### src/rtl/cpu_seq_ctrl.sv
// Multi-cycle fetch/decode/execute/memory sequencer for the simpleCPU datapath.
// Optional retired-instruction counter: define CPU_SEQ_INSTR_COUNT_EN.
module cpu_seq_ctrl #(
  parameter int MEM_TIMEOUT = 15,
  parameter int OPW         = 4
) (
  input  logic           Clk,
  input  logic           Rst,
  input  logic           Run,
  input  logic [OPW-1:0] Opcode,
  input  logic           Zero,
  input  logic           MemReady,
  output logic           MemRd,
  output logic           MemWr,
  output logic           IrLoad,
  output logic           PcInc,
  output logic           PcLoad,
  output logic           RegWe,
  output logic [2:0]     AluOp,
  output logic [2:0]     State,
  output logic           Halted,
  output logic           Fault,
  output logic [15:0]    InstrCount
);

  typedef enum logic [2:0] {
    S_IDLE   = 3'd0,
    S_FETCH  = 3'd1,
    S_DECODE = 3'd2,
    S_EXEC   = 3'd3,
    S_MEM    = 3'd4,
    S_HALT   = 3'd7
  } state_t;

  localparam logic [OPW-1:0] OP_ADD = OPW'(1);
  localparam logic [OPW-1:0] OP_SUB = OPW'(2);
  localparam logic [OPW-1:0] OP_AND = OPW'(3);
  localparam logic [OPW-1:0] OP_OR  = OPW'(4);
  localparam logic [OPW-1:0] OP_LD  = OPW'(5);
  localparam logic [OPW-1:0] OP_ST  = OPW'(6);
  localparam logic [OPW-1:0] OP_JMP = OPW'(7);
  localparam logic [OPW-1:0] OP_JZ  = OPW'(8);
  localparam logic [OPW-1:0] OP_HLT = OPW'(15);

  state_t         state;
  logic [OPW-1:0] op_q;
  logic [7:0]     tmo_cnt;
  logic           fault_q;
  logic           is_mem_op;
  logic           timeout;

  assign is_mem_op = (op_q == OP_LD) || (op_q == OP_ST);
  assign timeout   = (tmo_cnt == 8'(MEM_TIMEOUT));

  // Memory handshake: a request is held until MemReady completes it, or the
  // wait counter reaches MEM_TIMEOUT, in which case the sequencer faults.
  always_ff @(posedge Clk) begin
    if (Rst) begin
      state   <= S_IDLE;
      op_q    <= '0;
      tmo_cnt <= '0;
      fault_q <= 1'b0;
    end else begin
      case (state)
        S_IDLE: begin
          if (Run) begin
            state   <= S_FETCH;
            tmo_cnt <= '0;
          end
        end
        S_FETCH: begin
          if (MemReady) begin
            state <= S_DECODE;
          end else if (timeout) begin
            state   <= S_HALT;
            fault_q <= 1'b1;
          end else begin
            tmo_cnt <= tmo_cnt + 8'd1;
          end
        end
        S_DECODE: begin
          op_q  <= Opcode;
          state <= (Opcode == OP_HLT) ? S_HALT : S_EXEC;
        end
        S_EXEC: begin
          tmo_cnt <= '0;
          if (is_mem_op) begin
            state <= S_MEM;
          end else begin
            state <= Run ? S_FETCH : S_IDLE;
          end
        end
        S_MEM: begin
          if (MemReady) begin
            state   <= Run ? S_FETCH : S_IDLE;
            tmo_cnt <= '0;
          end else if (timeout) begin
            state   <= S_HALT;
            fault_q <= 1'b1;
          end else begin
            tmo_cnt <= tmo_cnt + 8'd1;
          end
        end
        S_HALT:  state <= S_HALT;
        default: state <= S_IDLE;
      endcase
    end
  end

  always_comb begin
    MemRd  = 1'b0;
    MemWr  = 1'b0;
    IrLoad = 1'b0;
    PcInc  = 1'b0;
    PcLoad = 1'b0;
    RegWe  = 1'b0;
    AluOp  = 3'd0;
    case (state)
      S_FETCH: begin
        MemRd  = 1'b1;
        IrLoad = MemReady;
        PcInc  = MemReady;
      end
      S_EXEC: begin
        case (op_q)
          OP_ADD:  begin AluOp = 3'd1; RegWe = 1'b1; end
          OP_SUB:  begin AluOp = 3'd2; RegWe = 1'b1; end
          OP_AND:  begin AluOp = 3'd3; RegWe = 1'b1; end
          OP_OR:   begin AluOp = 3'd4; RegWe = 1'b1; end
          OP_JMP:  PcLoad = 1'b1;
          OP_JZ:   PcLoad = Zero;
          default: ;
        endcase
      end
      S_MEM: begin
        if (op_q == OP_LD) begin
          MemRd = 1'b1;
          RegWe = MemReady;
        end else begin
          MemWr = 1'b1;
        end
      end
      default: ;
    endcase
  end

  assign State  = state;
  assign Halted = (state == S_HALT);
  assign Fault  = fault_q;

`ifdef CPU_SEQ_INSTR_COUNT_EN
  logic        retire;
  logic [15:0] instr_cnt;

  // An instruction retires when EXEC leaves for anywhere but MEM, or MEM completes.
  assign retire = ((state == S_EXEC) && !is_mem_op) || ((state == S_MEM) && MemReady);

  always_ff @(posedge Clk) begin
    if (Rst) begin
      instr_cnt <= '0;
    end else if (retire) begin
      instr_cnt <= instr_cnt + 16'd1;
    end
  end

  assign InstrCount = instr_cnt;
`else
  assign InstrCount = 16'h0000;
`endif

endmodule

### config.mk
export PLATFORM = sky130hd
export DESIGN_NAME = cpu_seq_ctrl
export DESIGN_NICKNAME = d
export VERILOG_FILES = /design/src/rtl/cpu_seq_ctrl.sv
export SDC_FILE = /design/constraint.sdc
export NUM_CORES = 1
export LEC_CHECK = 0
export CORE_ASPECT_RATIO = 2
export CORE_MARGIN = 1.5
export CORE_UTILIZATION = 45
export CTS_CLUSTER_DIAMETER = 50
export DETAILED_ROUTE_END_ITERATION = 7
export DONT_BUFFER_PORTS = 1
export MAX_ROUTING_LAYER = met4
export PLACE_DENSITY = 0.72
export SYNTH_ARGS = -nofsm -noshare
export SYNTH_HDL_FRONTEND = slang
export SYNTH_SLANG_ARGS = --single-unit
### constraint.sdc
create_clock -name Clk -period 4.4 [get_ports Clk]
set_input_delay 1.1 -clock Clk [delete_from_list [all_inputs] [get_ports Clk]]
set_output_delay 1.1 -clock Clk [all_outputs]
set_load 0.03 [all_outputs]
Word-level counts from Yosys, hierarchy flattened. Cells that the tools add are included.

Bits in registers: 16. Bits of input ports: 9. Output and inout bits: 30. Logic and storage cells: 55.

$add $sub $neg: 1. Eq/ne operators: 17. Mux-type cells: 25. Bitwise operators: 1. Reduce and logical (&&, ||, !) cells: 7.

Operator list (number): 8-bit 2-to-1 mux (4); 8-bit one-hot mux with 4 select lines (1); 3-bit 2-to-1 mux (7); 3-bit one-hot mux with 6 select lines (1); 4-bit by 3-bit equality test with 1-bit output (second input constant) (4); 3-bit one-hot mux with 4 select lines (1); 8-bit by 1-bit adder with 8-bit output (second input constant) (1); 4-bit by 2-bit equality test with 1-bit output (second input constant) (2); 4-bit equality test (second input constant) (2); 8-bit by 4-bit equality test with 1-bit output (second input constant) (1); 1-bit 2-to-1 mux (8); 3-bit by 2-bit equality test with 1-bit output (second input constant) (2); 3-bit equality test (second input constant) (2); 1-bit one-hot mux with 2 select lines (3); 3-bit AND reduction (2); 4-bit by 1-bit equality test with 1-bit output (second input constant) (1); 2-bit != test (second input constant) (2); 4-bit nonzero test (1); 4-bit OR reduction (1); 3-bit by 1-bit equality test with 1-bit output (second input constant) (1); 3-bit zero test (1); 2-bit OR reduction (1); 1-bit logical OR (1); 1-bit NOT (1).

Logic depth before layout (Yosys ltp). Gate-level depths: netlist of the first run.

Depth in word-level cells: 4. Mapped depth: 6. Mapped depth without buffers: 5.

Worst setup path before layout of the first run. Ideal clock, no wire load.

Kind: input-to-output. From: input port MemReady. To: output port PcInc. Arrival: 2042 ps. Setup slack: 1258 ps. Stages: 3. Buffers on the path: 1. Path through: nor2b_1 nor2b_1 buf_4.

Word-level cells in the longest chain between the ends: 1.

Ends and longest elaborated chain: from (decl) (RTL line 12) `input logic MemReady,`; 1-bit 2-to-1 mux; to (decl) (RTL line 16) `output logic PcInc,`.

Every way passes these cells.

Worst setup path after layout of the first run.
From: register state[0] (netlist: State[0]). To: output port RegWe.

Word-level cells in the longest chain between the ends: 2.

Ends and longest elaborated chain: from (decl) (RTL line 45) `state_t state;`; from (signal assigned) (RTL line 83) `state <= (Opcode == OP_HLT) ? S_HALT : S_EXEC;`; from (signal assigned) (RTL line 90) `state <= Run ? S_FETCH : S_IDLE;`; from (signal assigned) (RTL line 95) `state <= Run ? S_FETCH : S_IDLE;`; 3-bit equality test / 3-bit by 2-bit equality test with 1-bit output (equally long branches) (RTL line 118) `case (state)`; 1-bit one-hot mux with 2 select lines (*) (RTL line 118); to (decl) (RTL line 18) `output logic RegWe,`.

Mark *: on every way between the ends. The rest lies on a longest branch, timed or not.

==> results.cfg, run 1 <==
[cts]
cts_hold_repair.buffers = 0
cts_root_buffer = clkbuf_8
htree_levels = 1
cts_tree = yes
postCtsResizedCells = 0
cts_sinks = 16
path_clk_slew_ns = 0.06
clk_latency_ns = 0.25
post-cts-setup-buffers = 0
cts_buffer_depth = 2
numCtsBuffers = 3

[timing]
rsz0062_at_grt = no
tightest_slew_ns = 0.9101
fin_skew_ns = 0.001259
setup_viol = 0
slew_violations = 0
hold_viol = 0
clock.fmax_ghz = 0.2969
slew-limit-headroom = 0.3924
finalCritPeriodShare = 0.7654
finalCriticalPeriod_ns = 3.368
finalSetupTns_ns = 0

[die]
initial_core_util = 0.4719
die_w_um = 39.48
dieHeight_um = 75.95
ios = 39
die_area_um2 = 2998
coreArea_um2 = 2537
row_count = 26

[synthesis]
synth_cell_type_count = 44
synth_top_area_cell = dfxtp_1
synth_compound_area_frac = 0.2121
synth-simple-area-share = 0.2780
synth_edf_count = 0
yosys_warnings = 0
synth_cells = 150
synth.area.mux_share = 0.05016
async_reset_ff_frac = 0
netlist.area_leader.share = 0.2675
synth_top_flop_cell = dfxtp_1
synthAdderAreaFrac = 0.01045
syn_area_um2 = 1197
synth_xor_xnor_area_share = 0.01463
synth_area_leaders = dfxtp_1, buf_4, a21oi_1, mux2i_1, nor2_1
synth_top_family_by_area = simple AND/OR/NAND/NOR gates
yosysSeqAreaShare = 0.2675
syn_area_per_cell_um2 = 7.983
ys_ff_latch = 16

[drt]
wl_met2_mm = 1.502
met1_length_um = 900
drt_iter0_drc = 28
postRouteAntennaNets = 0
dr_wl_met3_um = 112
routed.top_layer = met4
vias = 998
wl_mm = 2.580
drc = 0
vias_per_cell = 5.836
wire_per_inst_um = 15.09
dr.pass1.iters = 4

[global_routing]
grt_max_degree = 20
grt_pass1_wl_mm = 4.105
grt_remaining_overflow = 0
antenna_found_initial = 0
first_global_vias = 896
grt_usage = 0.1942

[worst_setup_path]
critPathCaptureType = output pin
critical_path_class = reg -> out
arrival_ns = 2.27
startpoint_type = register
required_ns = 3.30
critPathMaxFanout = 18

[power_and_ir_drop]
power.leakage_nw = 0.3790
ir_drop_v = 0.0002114
finalPower_mw = 0.4476
pwr_density_cell_nw_per_um2 = 382.2

[final_layout]
num-nets-final = 155
syn2layout_area_growth_pct = -2.195
ff_latch_area_um2 = 320.3
drive_gt1_frac = 0.08392
fill_cells = 270
diodes = 0
multi_input_area_um2 = 737.0

[placed_design]
io_buffers = 0
dp_hpwl_mm = 1.995
place_congestion = 0.7838

[outcome]
outcome = finished, final reports clean

[run]
maxCapViolations = 0

[min_path]
hp-class = reg -> reg
## Yosys cell counts (2+ instances only)
master,number
buf_2,4
clkbuf_1,6
nand3b_1,5
nand2_1,3
nand4b_1,2
nor3_1,4
o31ai_1,3
or3_1,2
nand3_1,3
nor2b_1,4
mux2i_1,6
nand2b_1,3
xnor2_1,2
dfxtp_1,16
inv_1,2
o21ai_0,9
nor4_1,2
nor4b_1,2
nor2_1,13
or4_1,3
buf_4,18
a21oi_1,14
nor3b_1,3
## sequential cells by signal (all words and copies together) (netlist names)
register  flops
op_q          4
State         3
tmo_cnt       8
Fault         1
## final cells by class
| cell class | count | share of cell area |
|---|---|---|
| multi-input combinational | 118 | 0.6293 |
| sequential | 16 | 0.2735 |
| clock buffer | 3 | 0.03526 |
| tap | 28 | 0.02991 |
| timing repair buffer | 4 | 0.02564 |
| inverter | 2 | 0.006410 |
## report_power, final
part | total [mW] | internal, mW | switching, mW | leakage (nW)
clock | 0.111 | 0.0609 | 0.0505 | 0.0216
combinational | 0.134 | 0.0499 | 0.0844 | 0.228
sequential | 0.202 | 0.157 | 0.0453 | 0.130
total | 0.448 | 0.267 | 0.180 | 0.379
## worst max-delay path, stage by stage (launching register included)
cell	delay, ns
dfxtp_1	0.91
nand3b_1	0.36
o32ai_1	0.20
a2bb2oi_1	0.10
nor2_1	0.44
## per-stage QoR
step,cell area (um^2),std cells,hold WS (ns),utilization,setup WS (ns)
finish,1171,171,0.4955,0.4615,1.032
global route,1171,171,0.5194,0.4615,0.9085
CTS,1171,171,0.4907,0.4615,1.028
detailed placement,1130,168,0.4803,0.4453,1.300
global placement,1130,168,0.4624,0.4453,1.347
floorplan,1254,165,0.4515,-,1.258
## placed cells by master (no fill, tap or decap), types with 3 or more instances in the layout
master,count
dfxtp_1,16
conb_1,16
a21oi_1,14
nor2_1,13
o21ai_0,9
mux2i_1,6
nand3b_1,5
nor2b_1,4
nor3_1,4
buf_4,4
nand2b_1,3
nor3b_1,3
nand3_1,3
o31ai_1,3
or4_1,3
nand2_1,3
clkbuf_8,3
## final timing paths
check | startpoint | depth (start not counted) | slack [ns] | endpoint
max | State[0] | 4 | 1.03 | RegWe
min | tmo_cnt[7] | 2 | 0.50 | tmo_cnt[7]
max reg2reg | State[2] | 4 | 2.25 | tmo_cnt[6]
min reg2reg | tmo_cnt[7] | 2 | 0.50 | tmo_cnt[7]
## cells by family (layout without fill, tap and decap cells)
kind of cell	count (synthesis)	after routing
simple gates	55	55
compound gates	38	38
buf+inv	31	9
flops	16	16
fa+ha+maj	1	1
other cells	1	16
xor+xnor	2	2
mux	6	6
## metal layers
metal  vias to the layer above  global-route usage
li1                        504                   -
met1                       465              0.1833
met2                        24              0.3410
met3                         5             0.02632
met4                         0              0.1034
met5                         -                   -
No activity file was read; power rests on OpenSTA's default activity.
==> inputs of run 2 (changes only) <==
--- a/config.mk
+++ b/config.mk
@@ -5,7 +5,7 @@
 export SDC_FILE = /design/constraint.sdc
 export NUM_CORES = 1
 export LEC_CHECK = 0
-export CORE_ASPECT_RATIO = 2
+export ABC_AREA = 1
 export CORE_MARGIN = 1.5
 export CORE_UTILIZATION = 45
 export CTS_CLUSTER_DIAMETER = 50
==> constraint.sdc (replaced) <==
create_clock -name Clk -period 3.3 [get_ports Clk]
set_input_delay 0.825 -clock Clk [delete_from_list [all_inputs] [get_ports Clk]]
set_output_delay 0.825 -clock Clk [all_outputs]
set_load 0.03 [all_outputs]
==> results.cfg, run 2 <==
[final_layout]
syn2layout_area_growth_pct = 0.2171
layout_commonest_cell = nand2_1
mostFrequentLayoutCells = nand2_1, inv_1, nor2_1, nand3_1
drive_gt1_frac = 0.05670
diodes = 0
largest-register = tmo_cnt
fill_cells = 276
largest_register_ffs = 8
num-nets-final = 205

[power_and_ir_drop]
seqPwrFrac = 0.479
pwr_density_cell_nw_per_um2 = 381.6
switching_share = 0.3500
power.leakage_nw = 0.5922
clkPwrFrac = 0.307
ir_drop_v = 0.0002394
finalPower_mw = 0.4412
comb_power_share = 0.214
switching_power_mw = 0.1544
p_int_mw = 0.2867

[placed_design]
io_buffers = 0
dp_hpwl_mm = 1.863
place_congestion = 0.7712

[synthesis]
syn_area_um2 = 1154
yosysSeqAreaShare = 0.2777
netlist.area_leader.share = 0.2777
synth_area_leaders = dfxtp_1, nand2_1, buf_4, inv_1, nor2_1
synth_top_area_cell = dfxtp_1
synth_most_common_cell = nand2_1
synth_top_flop_cell = dfxtp_1
yosys_warnings = 0
synth_edf_count = 0
syn_area_per_cell_um2 = 6.008
synth_cell_type_count = 23
netlist_top_cells_count = nand2_1, inv_1, nor2_1
ys_ff_latch = 16
synth_cells = 192
async_reset_ff_frac = 0

[cts]
clk_latency_ns = 0.30
cts_root_buffer = clkbuf_4
post-cts-setup-buffers = 0
htree_levels = 1
cts_buffer_depth = 2
path_clk_slew_ns = 0.10
cts_tree = yes
postCtsResizedCells = 0
cts_sinks = 16
cts_hold_repair.buffers = 0
numCtsBuffers = 3

[drt]
vias_per_cell = 4.911
wl_mm = 2.301
dr.pass1.iters = 4
drt_iter0_drc = 26
wire_per_inst_um = 10.27
vias = 1100
postRouteAntennaNets = 0
drc = 0

[timing]
fin_skew_ns = 0.003842
slew-limit-headroom = 0.5677
setup_viol = 0
finalCriticalPeriod_ns = 2.736
clock.fmax_ghz = 0.3655
slew_violations = 0
tightest_slew_ns = 0.6580
rsz0062_at_grt = no
finalCritPeriodShare = 0.8290
hold_viol = 0
finalSetupTns_ns = 0

[worst_setup_path]
required_ns = 2.47
cp_slowest_stage_delay_ns = 0.59
worst_path_most_repeated_cell = nand2_1
startpoint_type = register
cp.buffers_inverters = 2
r2r_cells = 6
ff2ff_setup_slack_ns = 1.51
critPathSlowestCell = dfxtp_1
worstPathCellList = nand2_1 > inv_1 > nand2_1 > inv_1 > nand2_1 > o22ai_1
critPathMaxFanout = 5
r2r-start = State[0]
arrival_ns = 1.91
r2r-end = State[1]
critical_path_class = reg -> out
path_delay_family = flip-flops
critPathCaptureType = output pin

[die]
coreArea_um2 = 2455
initial_core_util = 0.4699
ios = 39
die_w_um = 53.63
row_count = 18
dieHeight_um = 53.63
die_area_um2 = 2876

[run]
maxCapViolations = 0

[min_path]
worstHoldEndpoint = op_q[2]
hp-class = reg -> reg
min_path_cells = 2
min-delay-start = op_q[2]

[outcome]
outcome = finished, final reports clean

[global_routing]
first_global_vias = 950
grt_remaining_overflow = 0
antenna_found_initial = 0
grt_usage = 0.1896
grt_max_degree = 10
grt_pass1_wl_mm = 3.919
[run 2: cell type report]
cell class	count	area [um^2]	area share
Multi-Input combinational cell	141	630.6	0.5455
Sequential cell	16	320.3	0.2771
Clock buffer	4	36.28	0.03139
Timing Repair Buffer	2	15.01	0.01299
Inverter	31	116.4	0.1006
Tap cell	30	37.54	0.03247
[run 2: cells by family after synthesis]
group                      after synthesis  synth area share
and+or+nand+nor                        102            0.3796
buffers and inverters                   50            0.2245
AOI/OAI and AO/OA                       21           0.09654
DFF                                     16            0.2777
xor gates and xnor gates                 1          0.007594
adders and majority gates                1           0.01084
other                                    1          0.003251
[run 2: worst max-delay path by stage]
stage                   from      to  slack [ns]  cells past startpoint
floorplan           State[0]   RegWe        0.48                      4
detailed placement  State[0]  PcLoad        0.89                      6
finish              State[0]  PcLoad        0.56                      6
CTS                 State[0]  PcLoad        0.55                      6
global placement    State[0]  PcLoad        0.90                      6
global route        State[0]  PcLoad        0.44                      6
[run 2: stage by stage]
step           setup slack (ns)  instance area, um^2    util  instances  hold slack, ns
2_1_floorplan            0.4814                 1210       -        207          0.4409
3_3_place_gp             0.9038                 1120  0.4562        220          0.4465
3_5_place_dp             0.8862                 1120  0.4562        220          0.4495
4_1_cts                  0.5549                 1156  0.4709        224          0.4632
5_1_grt                  0.4449                 1156  0.4709        224          0.5044
6_report                 0.5642                 1156  0.4709        224          0.4603
[run 2: tightest hold or removal path, stage by stage, from the launching register on]
cell and delay, ns:
dfxtp_1 0.32, nand2_1 0.06, a21oi_1 0.05
[run 2: routing by layer]
layer	track usage	vias up	routed length [um]
li1	-	576	-
met4	0.06838	0	34
met5	-	-	0
met2	0.2778	49	953
met3	0.03056	5	203
met1	0.2624	470	1111
[run 2: power by group through the flow]
stage / registers, mW / logic [mW] / clock network (mW)
after floorplan: 0.214 / 0.0984 / 0
final: 0.211 / 0.0943 / 0.135
after global placement: 0.216 / 0.0935 / 0
after global routing: 0.213 / 0.109 / 0.143
after detailed placement: 0.216 / 0.0934 / 0
after CTS: 0.212 / 0.0936 / 0.137
